[config.mk]
export PLATFORM = sky130hd
export DESIGN_NAME = dmem_handshake_resp_flat
export DESIGN_NICKNAME = d
export VERILOG_FILES = /design/src/rtl/dmem_handshake_resp_if.sv /design/src/rtl/dmem_handshake_resp.sv /design/src/flat_wrapper.sv
export SDC_FILE = /design/constraint.sdc
export NUM_CORES = 2
export LEC_CHECK = 0
export CORE_ASPECT_RATIO = 0.5
export CORE_MARGIN = 2
export CORE_UTILIZATION = 35
export DETAILED_ROUTE_END_ITERATION = 16
export DONT_BUFFER_PORTS = 1
export PLACE_DENSITY = 0.58
export SETUP_SLACK_MARGIN = 0.2
export SLEW_MARGIN = 20
export SYNTH_ARGS = -nofsm -noshare
export SYNTH_HDL_FRONTEND = slang
export SYNTH_SLANG_ARGS = --single-unit
[constraint.sdc]
create_clock -name clk -period 6.6 [get_ports clk]
set_clock_uncertainty 0.05 [all_clocks]
set_input_delay 0.66 -clock clk [delete_from_list [all_inputs] [get_ports clk]]
set_output_delay 0.66 -clock clk [all_outputs]
set_load 0.01 [all_outputs]
[src/rtl/dmem_handshake_resp_if.sv]
// Request/response bundle between a load/store requester and the data-memory
// responder. The master drives the request side and the slave drives the
// response side.
interface dmem_handshake_resp_if;
  logic        req;
  logic        we;
  logic [31:0] addr;
  logic [31:0] wdata;
  logic [3:0]  be;
  logic        ready;
  logic [31:0] rdata;
  logic        err;
  logic        busy;

  modport master (
    output req, we, addr, wdata, be,
    input  ready, rdata, err, busy
  );

  modport slave (
    input  req, we, addr, wdata, be,
    output ready, rdata, err, busy
  );
endinterface

[src/rtl/dmem_handshake_resp.sv]
// Data-memory responder with a req/ready handshake and programmable wait states.
// Each transaction is accepted in IDLE. It then spends LATENCY cycles in WAIT
// and one cycle in RESP, where ready pulses high. Stores commit byte-wise on the
// edge that leaves RESP. Misaligned or out-of-range accesses respond with err=1
// and leave memory untouched. All outputs come straight from registers.
module dmem_handshake_resp #(
  parameter int DEPTH   = 64,
  parameter int LATENCY = 2
) (
  input  logic                 clk,
  input  logic                 reset,
  dmem_handshake_resp_if.slave bus
);

  localparam int AW = (DEPTH > 1) ? $clog2(DEPTH) : 1;

  typedef enum logic [1:0] {
    S_IDLE = 2'd0,
    S_WAIT = 2'd1,
    S_RESP = 2'd2
  } state_t;

  state_t      r_state;
  state_t      w_next_state;

  // Transaction fields captured at accept and used until the response completes.
  logic        r_we;
  logic [31:0] r_addr;
  logic [31:0] r_wdata;
  logic [3:0]  r_be;
  logic [3:0]  r_cnt;

  logic        r_ready;
  logic        r_err;
  logic [31:0] r_rdata;
  logic        r_busy;

  logic [31:0] r_mem [DEPTH];

  // With LATENCY=0 the response is decided on the accept edge itself, before
  // the captured copies exist. Select the live bus in that case.
  logic          w_src_we;
  logic [31:0]   w_src_addr;
  logic          w_src_bad;
  logic [AW-1:0] w_src_idx;
  logic [AW-1:0] w_wr_idx;
  logic          w_enter_resp;
  logic          w_ready_nxt;
  logic          w_err_nxt;
  logic [31:0]   w_rdata_nxt;
  logic          w_busy_nxt;

  assign w_src_we   = (r_state == S_IDLE) ? bus.we   : r_we;
  assign w_src_addr = (r_state == S_IDLE) ? bus.addr : r_addr;
  assign w_src_bad  = (w_src_addr[1:0] != 2'b00) ||
                      ({2'b00, w_src_addr[31:2]} >= 32'(DEPTH));
  assign w_src_idx  = w_src_addr[2 +: AW];
  assign w_wr_idx   = r_addr[2 +: AW];

  // State register: synchronous reset aborts any transaction in flight.
  // NOTE: sequential state uses non-blocking (<=) so every flop samples
  // pre-edge values; blocking here would create order-dependent simulation.
  always_ff @(posedge clk) begin
    if (reset) r_state <= S_IDLE;
    else       r_state <= w_next_state;
  end

  // Next-state logic: IDLE -> WAIT/RESP on req, WAIT counts down, RESP -> IDLE.
  // NOTE: every combinational output gets a default first so no path leaves it
  // unassigned; an incomplete assignment would infer a latch.
  always_comb begin
    w_next_state = r_state;
    unique case (r_state)
      S_IDLE: if (bus.req) w_next_state = (LATENCY == 0) ? S_RESP : S_WAIT;
      S_WAIT: if (r_cnt == 4'd0) w_next_state = S_RESP;
      S_RESP: w_next_state = S_IDLE;
      default: w_next_state = S_IDLE;
    endcase
  end

  // Output decode: next values for the registered response outputs.
  always_comb begin
    w_enter_resp = (w_next_state == S_RESP);
    w_ready_nxt  = w_enter_resp;
    w_err_nxt    = w_enter_resp && w_src_bad;
    w_rdata_nxt  = r_rdata;
    if (w_enter_resp) begin
      w_rdata_nxt = (w_src_we || w_src_bad) ? 32'd0 : r_mem[w_src_idx];
    end
    w_busy_nxt = (w_next_state != S_IDLE);
  end

  // Output registers: ready/err pulse only in RESP; rdata holds between responses.
  always_ff @(posedge clk) begin
    if (reset) begin
      r_ready <= 1'b0;
      r_err   <= 1'b0;
      r_rdata <= 32'd0;
      r_busy  <= 1'b0;
    end else begin
      r_ready <= w_ready_nxt;
      r_err   <= w_err_nxt;
      r_rdata <= w_rdata_nxt;
      r_busy  <= w_busy_nxt;
    end
  end

  // Capture the request at accept and run the wait-state counter.
  always_ff @(posedge clk) begin
    if (reset) begin
      r_we    <= 1'b0;
      r_addr  <= 32'd0;
      r_wdata <= 32'd0;
      r_be    <= 4'd0;
      r_cnt   <= 4'd0;
    end else if (r_state == S_IDLE && bus.req) begin
      r_we    <= bus.we;
      r_addr  <= bus.addr;
      r_wdata <= bus.wdata;
      r_be    <= bus.be;
      r_cnt   <= (LATENCY == 0) ? 4'd0 : 4'(LATENCY - 1);
    end else if (r_state == S_WAIT && r_cnt != 4'd0) begin
      r_cnt <= r_cnt - 4'd1;
    end
  end

  // Store commit on the edge leaving RESP, one byte lane per captured enable.
  // NOTE: the storage array is deliberately not reset; contents survive reset
  // and a reset flop per bit would stop it mapping onto RAM.
  always_ff @(posedge clk) begin
    if (!reset && r_state == S_RESP && r_we && !r_err) begin
      for (int b = 0; b < 4; b++) begin
        if (r_be[b]) r_mem[w_wr_idx][8*b +: 8] <= r_wdata[8*b +: 8];
      end
    end
  end

  assign bus.ready = r_ready;
  assign bus.err   = r_err;
  assign bus.rdata = r_rdata;
  assign bus.busy  = r_busy;

endmodule

[src/flat_wrapper.sv]
// flat-port wrapper written by rule: the top's interface ports become plain ports
module dmem_handshake_resp_flat 
#(
  parameter int DEPTH   = 64,
  parameter int LATENCY = 2
)
  (clk, reset, bus_req, bus_we, bus_addr, bus_wdata, bus_be, bus_ready, bus_rdata, bus_err, bus_busy);
  dmem_handshake_resp_if bus_i ();
  input  logic clk;
  input  logic reset;
  input wire logic [$bits(bus_i.req)-1:0] bus_req;
  input wire logic [$bits(bus_i.we)-1:0] bus_we;
  input wire logic [$bits(bus_i.addr)-1:0] bus_addr;
  input wire logic [$bits(bus_i.wdata)-1:0] bus_wdata;
  input wire logic [$bits(bus_i.be)-1:0] bus_be;
  output wire logic [$bits(bus_i.ready)-1:0] bus_ready;
  output wire logic [$bits(bus_i.rdata)-1:0] bus_rdata;
  output wire logic [$bits(bus_i.err)-1:0] bus_err;
  output wire logic [$bits(bus_i.busy)-1:0] bus_busy;
  assign bus_i.req = bus_req;
  assign bus_i.we = bus_we;
  assign bus_i.addr = bus_addr;
  assign bus_i.wdata = bus_wdata;
  assign bus_i.be = bus_be;
  assign bus_ready = bus_i.ready;
  assign bus_rdata = bus_i.rdata;
  assign bus_err = bus_i.err;
  assign bus_busy = bus_i.busy;
  dmem_handshake_resp #(.DEPTH(DEPTH), .LATENCY(LATENCY)) u_core (.clk(clk), .reset(reset), .bus(bus_i));
endmodule
==> results.cfg <==
[clocking]
hold_buffers = 70
cts.clk_slew.worst_paths_ns = 0.07
clock-sinks = 2158
post-cts-setup-buffers = 0
clk_latency_ns = 0.86
cts_buffer_depth = 3
htreeDepth = 4
cts_made_buffers = 203
cts_resized = 0
cts-root-buf = clkbuf_16
tritoncts = done

[pwr]
power_switching_mw = 7.01
swShare = 0.243
comb_power_share = 0.086
p_clk_frac = 0.392
p_per_area_nw_per_um2 = 307
total_power_mw = 28.9
ir_worst_vdd_uv = 288
power.share.sequential = 0.522
leakagePower_nw = 30.4
intPower_mw = 21.9

[placement]
place_hpwl_um = 143000
dp.cells = 9510
placed_area_um2 = 87100
pre_cts_slack_ns = 2.63
port_buffers = 0
gp_congestion = 0.824

[global_routing]
grt_start_max_net_pins = 179
overflow = 0
antenna_found_initial = 4
grt_use_total = 0.200
grt_pass1_wl_um = 360000
first_global_vias = 50109

[logic_synthesis]
ys_seq_elements = 2158
seq_area_frac_synth = 0.759
synth-main-ff-cell = edfxtp_1
yosysWarningCount = 0
ys_types = 42
synthCells = 6632
syn-cell-area_um2 = 84000
synthArstFlopShare = 0
synth_nets = 6705
avgSynthCellArea_um2 = 12.7
synth_edf_count = 2048

[die]
fp.dieW_um = 697
die_area_um2 = 244000
start_util = 0.351
rows = 127
die_h_um = 350
coreArea_um2 = 239000
io-pin-count = 107

[finish]
final_nets = 6633
multiInputGateArea_um2 = 18400
fillers = 22268
sequential_cell_area_um2 = 63700
final_cells = 9958
drive_gt1_frac = 0.0596
design_area_um2 = 94100
final_util = 0.393
syn2layout_area_growth_pct = 12.0

[detailed_routing]
wl_um = 251000
num_vias = 53913
drt_iter0_markers = 7516
ant_nets = 0
dr_wl_met3_um = 23100
wire_per_inst_um = 25.2
viasPerCell = 5.41
maxUsedRoutingLayer = met5
wl_met2_um = 114000
drt-met1-wl_um = 107000
drc = 0
drtPass1Iterations = 7

[timing]
setup_violations = 0
period_minus_slack_ns = 4.10
max_freq_mhz = 244
hold_viol_final = 0
tns_ns = 0
worstMarginPinSlew_ns = 1.12
rsz0062_at_grt = false
relSlewSlack = 0.252
holdWs_ns = 0.0999
final.period_utilization = 0.622
fin_ws_ns = 2.50
slew_violations = 0

[outcome]
status = finished clean

[hold_path]
holdCritPathClass = in -> reg

[worst_setup_path]
cp.arrival_ns = 4.78
worstSetupPathType = reg -> reg
cp.required_ns = 7.27
start_kind = register
crit_path_max_fanout = 48
crit_path_end_kind = register

[job]
cap_violations = 0
[kinds of logic after synthesis]
kind of cell,synth area share
and+or+nand+nor,0.180
DFF,0.759
AOI/OAI and AO/OA,0.0358
buffers and inverters,0.0236
muxes,0.00143
xor gates and xnor gates,0.000209
adders and majority gates,0.000149
[registers in the layout (all words and copies together) (netlist names)]
name	flops
u_core.bus.busy	1
u_core.bus.err	1
u_core.bus.rdata	32
u_core.bus.ready	1
u_core.r_addr	32
u_core.r_be	4
u_core.r_cnt	4
u_core.r_mem	2048
u_core.r_state	2
u_core.r_wdata	32
u_core.r_we	1
[path summary, 6_finish.rpt]
check        cells after the start         startpoint  slack [ns]                   end
max                              8  u_core.r_state[0]        2.50  u_core.bus.rdata[19]
min                              3            bus_req         0.1     u_core.r_addr[27]
max reg2reg                      8  u_core.r_state[0]        2.50  u_core.bus.rdata[19]
min reg2reg                      2  u_core.r_addr[16]        0.40     u_core.r_addr[16]
[power groups by stage]
stage	Sequential, mW	Clock [mW]	Combinational [mW]
after floorplan	15.5	0	1.44
after global placement	15.4	0	2.42
after detailed placement	15.4	0	2.43
after CTS	15.1	11.4	2.48
after global routing	15.1	11.9	2.70
final	15.1	11.3	2.50
[cell usage after synthesis, types with 7 or more instances]
library cell | number | area, um^2
dfxtp_1 | 110 | 2200
nor3_1 | 13 | 65.1
nand4_1 | 249 | 1560
a41oi_1 | 62 | 543
clkbuf_1 | 168 | 631
inv_1 | 7 | 26.3
nand2_1 | 2238 | 8400
buf_6 | 10 | 113
buf_2 | 220 | 1100
nand3_1 | 760 | 3800
or4_1 | 8 | 60.1
a31oi_1 | 256 | 1600
nor4_1 | 11 | 68.8
nor2_1 | 276 | 1040
a32oi_1 | 8 | 70.1
buf_1 | 26 | 97.6
a21oi_1 | 76 | 380
mux2i_1 | 12 | 120
a211o_1 | 31 | 272
edfxtp_1 | 2048 | 61500
[worst max-delay path, stage by stage (launching register included)]
cell and delay, ns:
dfxtp_1 0.35, nor2_2 0.87, nand3_1 0.29, nand2_4 0.71, buf_4 0.64, nand3_1 0.24, nand4_1 0.31, a41oi_1 0.17
a211o_1 0.31
[layout by cell type, fill, tap and decap left out, drive strengths merged, types with 5 or more instances in the layout]
cell,n
inv,14
dlygate4sd3,69
clkbuf,279
or4,8
mux2i,12
dfxtp,110
nor3,13
diode,9
a21oi,76
nand2,2238
nor4,11
nand4,249
nand3,760
clkinvlp,5
bufinv,9
a32oi,8
edfxtp,2048
buf,80
nor2,276
a41oi,62
clkinv,69
a211o,31
a31oi,258
[final cells by class]
cell class / count / share of cell area
antenna: 9 / 0.000239
inverter: 7 / 0.000279
clock inverter: 90 / 0.00710
tap: 3225 / 0.0429
timing repair buffer: 149 / 0.0167
clock buffer: 279 / 0.0596
sequential: 2158 / 0.678
multi-input combinational: 4041 / 0.196
[layer usage]
layer	global-route usage	vias to the layer above
met5	0.00369	-
met3	0.0437	415
met1	0.284	27041
met2	0.309	2531
li1	-	23920
met4	0.0595	6
Note: power is estimated with default switching activity, not from simulation.
